--- src/rtl/i2c_target_responder.sv ---
// I2C target responder: oversampled SCL/SDA, address match,
// RX/TX byte FIFOs with backpressure NACK and underrun fill.
module i2c_target_responder #(
  parameter int ADDR_WIDTH = 7,
  parameter int DATA_WIDTH = 8,
  parameter logic [ADDR_WIDTH-1:0] TARGET_ADDR = 7'h22,
  parameter int FIFO_DEPTH = 8,
  parameter int SYNC_STAGES = 2
) (
  input  logic                  clk_i,
  input  logic                  rst_i,
  input  logic                  scl_i,
  input  logic                  sda_i,
  output logic                  sda_oe_o,
  output logic [DATA_WIDTH-1:0] rx_data_o,
  output logic                  rx_valid_o,
  input  logic                  rx_ready_i,
  input  logic [DATA_WIDTH-1:0] tx_data_i,
  input  logic                  tx_valid_i,
  output logic                  tx_ready_o,
  output logic                  busy_o,
  output logic                  op_o,
  output logic                  start_o,
  output logic                  stop_o,
  output logic                  rx_overflow_o,
  output logic                  tx_underrun_o
);

  localparam int SW = (ADDR_WIDTH + 1 > DATA_WIDTH)
                    ? ADDR_WIDTH + 1 : DATA_WIDTH;
  localparam int CW = $clog2(SW + 2);
  localparam int AW = $clog2(FIFO_DEPTH);
  localparam logic [CW-1:0] ADDR_BITS = CW'(ADDR_WIDTH + 1);
  localparam logic [CW-1:0] DATA_BITS = CW'(DATA_WIDTH);
  localparam logic [CW-1:0] LAST_BIT  = CW'(DATA_WIDTH - 1);
  localparam logic [AW:0]   FULL_CNT  = (AW+1)'(FIFO_DEPTH);

  typedef enum logic [2:0] {
    S_IDLE, S_ADDR, S_ADDR_ACK, S_WR_DATA,
    S_WR_ACK, S_RD_DATA, S_RD_ACK, S_IGNORE
  } state_t;

  logic [SYNC_STAGES-1:0] scl_sync, sda_sync;
  logic scl_s, sda_s, scl_d, sda_d;
  logic scl_rise, scl_fall, sda_rise, sda_fall;
  logic start_det, stop_det;

  always_ff @(posedge clk_i) begin
    if (rst_i) begin
      scl_sync <= '1;
      sda_sync <= '1;
      scl_d    <= 1'b1;
      sda_d    <= 1'b1;
    end else begin
      scl_sync <= {scl_sync[SYNC_STAGES-2:0], scl_i};
      sda_sync <= {sda_sync[SYNC_STAGES-2:0], sda_i};
      scl_d    <= scl_s;
      sda_d    <= sda_s;
    end
  end

  assign scl_s     = scl_sync[SYNC_STAGES-1];
  assign sda_s     = sda_sync[SYNC_STAGES-1];
  assign scl_rise  = scl_s & ~scl_d;
  assign scl_fall  = ~scl_s & scl_d;
  assign sda_rise  = sda_s & ~sda_d;
  assign sda_fall  = ~sda_s & sda_d;
  assign start_det = sda_fall & scl_s;
  assign stop_det  = sda_rise & scl_s;

  state_t state, state_n;
  logic [CW-1:0] cnt, cnt_n;
  logic [SW-1:0] shift, shift_n;
  logic [DATA_WIDTH-1:0] tx_sh, tx_sh_n;
  logic ack, ack_n;
  logic oe_n, op_n, busy_n;
  logic start_n, stop_n, ovf_n, unr_n;
  logic rx_push, tx_pop, load_rd;

  logic [DATA_WIDTH-1:0] rx_mem [FIFO_DEPTH];
  logic [DATA_WIDTH-1:0] tx_mem [FIFO_DEPTH];
  logic [AW-1:0] rx_rd, rx_wr, tx_rd, tx_wr;
  logic [AW:0]   rx_cnt, tx_cnt;
  logic rx_full, tx_empty, rx_pop, tx_push;
  logic [DATA_WIDTH-1:0] tx_head;

  assign rx_full    = (rx_cnt == FULL_CNT);
  assign tx_empty   = (tx_cnt == '0);
  assign rx_valid_o = (rx_cnt != '0);
  assign tx_ready_o = (tx_cnt != FULL_CNT);
  assign rx_data_o  = rx_mem[rx_rd];
  assign tx_head    = tx_mem[tx_rd];
  assign rx_pop     = rx_valid_o & rx_ready_i;
  assign tx_push    = tx_valid_i & tx_ready_o;

  always_ff @(posedge clk_i) begin
    if (rst_i) begin
      state         <= S_IDLE;
      cnt           <= '0;
      shift         <= '0;
      tx_sh         <= '1;
      ack           <= 1'b1;
      sda_oe_o      <= 1'b0;
      op_o          <= 1'b0;
      busy_o        <= 1'b0;
      start_o       <= 1'b0;
      stop_o        <= 1'b0;
      rx_overflow_o <= 1'b0;
      tx_underrun_o <= 1'b0;
    end else begin
      state         <= state_n;
      cnt           <= cnt_n;
      shift         <= shift_n;
      tx_sh         <= tx_sh_n;
      ack           <= ack_n;
      sda_oe_o      <= oe_n;
      op_o          <= op_n;
      busy_o        <= busy_n;
      start_o       <= start_n;
      stop_o        <= stop_n;
      rx_overflow_o <= ovf_n;
      tx_underrun_o <= unr_n;
    end
  end

  always_comb begin
    state_n = state;
    cnt_n   = cnt;
    shift_n = shift;
    tx_sh_n = tx_sh;
    ack_n   = ack;
    oe_n    = sda_oe_o;
    op_n    = op_o;
    busy_n  = busy_o;
    start_n = 1'b0;
    stop_n  = 1'b0;
    ovf_n   = 1'b0;
    unr_n   = 1'b0;
    rx_push = 1'b0;
    tx_pop  = 1'b0;
    load_rd = 1'b0;
    if (start_det) begin
      state_n = S_ADDR;
      cnt_n   = '0;
      oe_n    = 1'b0;
      busy_n  = 1'b0;
      start_n = 1'b1;
    end else if (stop_det) begin
      state_n = S_IDLE;
      cnt_n   = '0;
      oe_n    = 1'b0;
      busy_n  = 1'b0;
      stop_n  = 1'b1;
    end else begin
      unique case (state)
        S_ADDR, S_WR_DATA: begin
          if (scl_rise) begin
            shift_n = {shift[SW-2:0], sda_s};
            cnt_n   = cnt + CW'(1);
          end else if (scl_fall && state == S_ADDR
                       && cnt == ADDR_BITS) begin
            if (shift[ADDR_WIDTH:1] == TARGET_ADDR) begin
              state_n = S_ADDR_ACK;
              oe_n    = 1'b1;
              op_n    = shift[0];
              busy_n  = 1'b1;
            end else begin
              state_n = S_IGNORE;
              oe_n    = 1'b0;
            end
          end else if (scl_fall && state == S_WR_DATA
                       && cnt == DATA_BITS) begin
            state_n = S_WR_ACK;
            // A full RX FIFO is signalled to the controller as NACK
            if (rx_full) begin
              ovf_n = 1'b1;
            end else begin
              rx_push = 1'b1;
              oe_n    = 1'b1;
            end
          end
        end
        S_ADDR_ACK: begin
          if (scl_fall) begin
            if (op_o) begin
              load_rd = 1'b1;
            end else begin
              state_n = S_WR_DATA;
              cnt_n   = '0;
              oe_n    = 1'b0;
            end
          end
        end
        S_WR_ACK: begin
          if (scl_fall) begin
            state_n = S_WR_DATA;
            cnt_n   = '0;
            oe_n    = 1'b0;
          end
        end
        S_RD_DATA: begin
          if (scl_fall) begin
            if (cnt == LAST_BIT) begin
              state_n = S_RD_ACK;
              oe_n    = 1'b0;
            end else begin
              tx_sh_n = {tx_sh[DATA_WIDTH-2:0], 1'b1};
              oe_n    = ~tx_sh[DATA_WIDTH-2];
              cnt_n   = cnt + CW'(1);
            end
          end
        end
        S_RD_ACK: begin
          if (scl_rise) begin
            ack_n = sda_s;
          end else if (scl_fall) begin
            if (!ack) begin
              load_rd = 1'b1;
            end else begin
              state_n = S_IGNORE;
              oe_n    = 1'b0;
            end
          end
        end
        default: ;
      endcase
      if (load_rd) begin
        state_n = S_RD_DATA;
        cnt_n   = '0;
        // Underrun sends all-ones, i.e. SDA stays released
        if (tx_empty) begin
          tx_sh_n = '1;
          unr_n   = 1'b1;
        end else begin
          tx_sh_n = tx_head;
          tx_pop  = 1'b1;
        end
        oe_n = ~tx_sh_n[DATA_WIDTH-1];
      end
    end
  end

  always_ff @(posedge clk_i) begin
    if (rx_push) rx_mem[rx_wr] <= shift[DATA_WIDTH-1:0];
    if (tx_push) tx_mem[tx_wr] <= tx_data_i;
  end

  always_ff @(posedge clk_i) begin
    if (rst_i) begin
      rx_rd  <= '0;
      rx_wr  <= '0;
      rx_cnt <= '0;
      tx_rd  <= '0;
      tx_wr  <= '0;
      tx_cnt <= '0;
    end else begin
      if (rx_push) rx_wr <= rx_wr + AW'(1);
      if (rx_pop)  rx_rd <= rx_rd + AW'(1);
      unique case ({rx_push, rx_pop})
        2'b10:   rx_cnt <= rx_cnt + (AW+1)'(1);
        2'b01:   rx_cnt <= rx_cnt - (AW+1)'(1);
        default: ;
      endcase
      if (tx_push) tx_wr <= tx_wr + AW'(1);
      if (tx_pop)  tx_rd <= tx_rd + AW'(1);
      unique case ({tx_push, tx_pop})
        2'b10:   tx_cnt <= tx_cnt + (AW+1)'(1);
        2'b01:   tx_cnt <= tx_cnt - (AW+1)'(1);
        default: ;
      endcase
    end
  end

endmodule

--- config.mk ---
export PLATFORM = sky130hd
export DESIGN_NAME = i2c_target_responder
export DESIGN_NICKNAME = d
export VERILOG_FILES = /design/src/rtl/i2c_target_responder.sv
export SDC_FILE = /design/constraint.sdc
export NUM_CORES = 1
export LEC_CHECK = 0
export CORE_ASPECT_RATIO = 1.4
export CORE_MARGIN = 4
export CORE_UTILIZATION = 54
export CTS_CLUSTER_DIAMETER = 50
export DETAILED_ROUTE_END_ITERATION = 7
export PLACE_DENSITY = 0.75
export SLEW_MARGIN = 25
export SYNTH_ARGS = -nofsm -noshare
export SYNTH_HDL_FRONTEND = slang
export SYNTH_SLANG_ARGS = --single-unit
--- constraint.sdc ---
create_clock -name clk_i -period 2.4 [get_ports clk_i]
set_clock_uncertainty 0.05 [all_clocks]
set_input_delay 0.24 -clock clk_i [delete_from_list [all_inputs] [get_ports clk_i]]
set_output_delay 0.24 -clock clk_i [all_outputs]
set_load 0.005 [all_outputs]
==> summary.md <==
| Metric | Value |
|---|---|
| Total standard cell area after synthesis | `7789 µm²` |
| Final Util | `between 60 and 70%` |
| Total vias in the final route | `~4600` |
| Clock tree from TritonCTS | `done` |
| Minimum setup slack among reg-to-reg paths | `-0.02 ns` |
| Cell with the biggest individual delay on the critical path | `or3_1` |
| Placer Congestion | `between 0.8 and 0.9` |
| Core outline area | `14040 µm²` |
| Result of the run | `finished with violations` |
| Final critical-path required period | `2.424 ns` |
| Final Power | `6385 µW` |
| Maximum vdd drop | `0.5252 mV` |
| Number of maximum-capacitance constraint violations | `0` |
| Placed insts | `approximately 760` |
| FF-to-FF End | `rx_cnt[2]` |
| Cell Pwr Density | `approximately 680 nW/µm²` |
| Tot GR Track Use | `20.85%` |
| Number of nets in the synthesized netlist | `547` |
| Highest Clock Rate | `412.5 MHz` |
| Fill cell count | `971` |
| Clock transition time at the flip-flop clock pins of the worst setup and hold paths | `0.08 ns` |
| Number of sinks on the clock net | `190` |
| Num CTS Buffers | `17` |
| Critical path data arrival time | `roughly 2.7 ns` |
| Wire length the detailed router placed on met1 | `5653 µm` |
| Final Non-Filler Cells | `801` |
| Top library cells by usage in the layout, fill and taps aside | `edfxtp_1, dfxtp_1, buf_4` |
| Met3 wire length | `453 µm` |
| Final cycle utilization of the critical path | `101.0%` |
| Worst path max stage delay | `0.36 ns` |
| Worst hold slack across all endpoints | `0.3317 ns` |
| Syn-to-layout area delta | `19.69%` |
| Initial cell density of the core | `between 50 and 60%` |
| Vias in the first global route | `4905` |
| Average detailed-routed wire length per instance | `19.48 µm` |
| Relative max-transition margin | `61.11%` |
| Critical path data required time | `2.71 ns` |
| Total leakage power | `0.003260 µW` |
| Depth of the worst register-to-register path | `12` |
| Slew at the pin with the worst max-slew slack | `0.5826 ns` |
| Antenna diode count | `0` |
| Number of endpoints failing setup at the final stage | `1` |
| Pre-antenna DRT Iters | `4` |
| Critical path type | `flip-flop to flip-flop` |
| Final setup margin | `-0.02430 ns` |
| Reg2reg start | `cnt[1]` |
| Worst Hold Path Cells | `2` |
| Die span in y | `about 150 µm` |
| Detail Route met2 WL | `between 9000 and 10000 µm` |
| Port Buffer Count | `30` |
| Violation count after the first detailed-route iteration | `270` |
| Yosys Warn Count | `0` |
| Fraction of registers with async set or reset after synthesis | `0%` |
| CTS Hold Buffers Added | `0` |
| Fraction of post-synthesis cell area in the top cell type by area | `about 50%` |
| Top area cells in the synthesized netlist | `edfxtp_1, dfxtp_1, mux4_2` |
| Type of origin of the critical path | `flip-flop` |
| Fin nets | `629` |
| Number of antenna violations at the first check in global routing | `0` |
| Worst-Skew Late Latency | `roughly 0.42 ns` |
| Die area | `16440 µm²` |
| Dominant delay contributor by cell family on the critical path | `simple AND/OR/NAND/NOR gates` |
| Final Routed Wirelength | `15600 µm` |
| Detail Placement HPWL | `10600 µm` |
| Hold_sp | `sda_i` |
| Total DRC errors in the routed layout | `0` |
| Number of antenna-violating nets in the routed design | `0` |
| Critical path fanouts, max | `5` |
| Via-per-instance ratio | `about 5.8` |
| Synth cell types | `56` |
| Std cell rows | `51` |
| Pin count of the biggest net entering global routing | `48` |
| Uppermost layer routed | `met4` |
| Hold Crit Class | `input port to flip-flop` |
| Kind of end point of the critical path | `flip-flop` |
| Most frequent standard cell in the layout excluding fill and tap cells | `edfxtp_1` |
| Sequential cell area fraction in the yosys report | `65.29%` |
| Crit path buf inv count | `1` |
| Flops & latches, synth | `190` |
| Total number of H-tree levels | `4` |
| Most area-hungry cell type in the Yosys netlist | `edfxtp_1` |
| Final-report hold violation count | `0` |
| Max Buffers Root-to-Sink | `2` |
| Violated checks | `setup timing` |
| Critical Path, Cell by Cell | `inv_2 -> ha_4 -> nand4b_1 -> nor3_4 -> nand3_2 -> ha_4 -> xor2_2 -> ha_2 -> a21oi_2 -> xor2_1 -> or3_1 -> a21oi_2` |
| Hold path endpoint | `sda_sync[0]` |
| Setup repair after global routing missed its margin | `true` |
| Post-synth EDFFs | `128` |
| Width of the chip | `109.5 µm` |
| Clock root buffer master | `clkbuf_16` |
| Top_reg_cell synth | `edfxtp_1` |
| Proportion of layout cells with a drive suffix above 1 | `between 20 and 30%` |
| Grt total ovfl | `0` |
| Final slew viol count | `0` |
| Avg Cell Area, Syn | `~15 µm²` |
| Cells after Synth | `521` |
| Top Ports | `31` |
| Wire length of the first global-routing pass | `25490 µm` |
## per-layer routing
layer	global-route usage, %	up-vias
met5	0	-
met4	6.737	0
met3	4.505	23
met2	39.82	111
met1	22.35	2346
li1	-	2145
## timing repair
| action | in CTS | in global routing |
|---|---|---|
| setup buffers | 5 | 8 |
| pin swaps | 3 | 14 |
| cloned | 1 | 0 |
| endpoints found under the setup margin | 9 | 41 |
| resized for setup | 22 | 26 |
## per-stage QoR
step	TNS, ns	worst slack (ns)	cell area (µm²)
final	-0.02430	-0.02430	9323
after global routing	-0.2001	-0.1812	9323
after CTS	-0.1151	-0.07826	9204
after detailed placement	-0.1846	-0.1846	8548
after global placement	-0.05735	-0.05735	8548
after floorplan	-0.07175	-0.07175	7806
## where the power goes
part           internal, µW  switching (µW)  total [µW]
Combinational          79.3            95.8         175
Sequential             3500            19.4        3520
Clock                  1400            1290        2690
## how the worst max path moves through the flow
stage / start / endpoint / cells past startpoint
5_1_grt: cnt[0] / rx_cnt[2] / 12
3_3_place_gp: cnt[0] / rx_cnt[2] / 12
3_5_place_dp: cnt[0] / rx_cnt[2] / 12
6_report: cnt[1] / rx_cnt[2] / 12
2_1_floorplan: cnt[0] / rx_cnt[2] / 12
4_1_cts: cnt[0] / rx_cnt[2] / 12
## layout make-up
class / count / area, µm² / share of cell area (%)
flip-flops and latches: 190 / 5094 / 54.64
inverters: 5 / 18.77 / 0.2013
multi-input cells: 302 / 2644 / 28.36
clock buffers: 19 / 442.9 / 4.751
repair buffers: 87 / 773.2 / 8.294
clock inverters: 13 / 118.9 / 1.275
well taps: 185 / 231.5 / 2.483
## logic make-up after synthesis
family                     after synthesis  share of synthesized area [%]
muxes                                   62                          13.24
DFF                                    190                          65.29
buffers and inverters                   29                          1.847
xor gates and xnor gates                17                          1.912
and+or+nand+nor                        149                          10.38
adders and majority gates               12                          1.928
AOI/OAI and AO/OA                       62                          5.414
## state kept, by name, summed over array words and instances (netlist names), 3 cells and up, named ones only
name	flops
shift	8
rx_wr	3
rx_rd	3
rx_mem	64
tx_cnt	4
tx_mem	64
tx_wr	3
state	3
cnt	4
rx_cnt	4
tx_sh	7
tx_rd	3
## cell usage after synthesis, drive strengths merged, types with 2 or more instances
master and instances:
a211o 4, a211oi 2, a21o 4, a21oi 22
a221oi 4, and2b 2, and3 3, and3b 3
buf 16, clkbuf 8, dfxtp 62, edfxtp 128
ha 12, inv 5, mux2 8, mux2i 22
mux4 32, nand2 27, nand2b 13, nand3 12
nand3b 5, nand4 3, nor2 46, nor2b 3
nor3 9, nor3b 5, o21ai 12, o21bai 2
o22ai 2, o32a 2, or2 9, or3 3
xnor2 5, xor2 12
(Power assumes the default switching activity.)
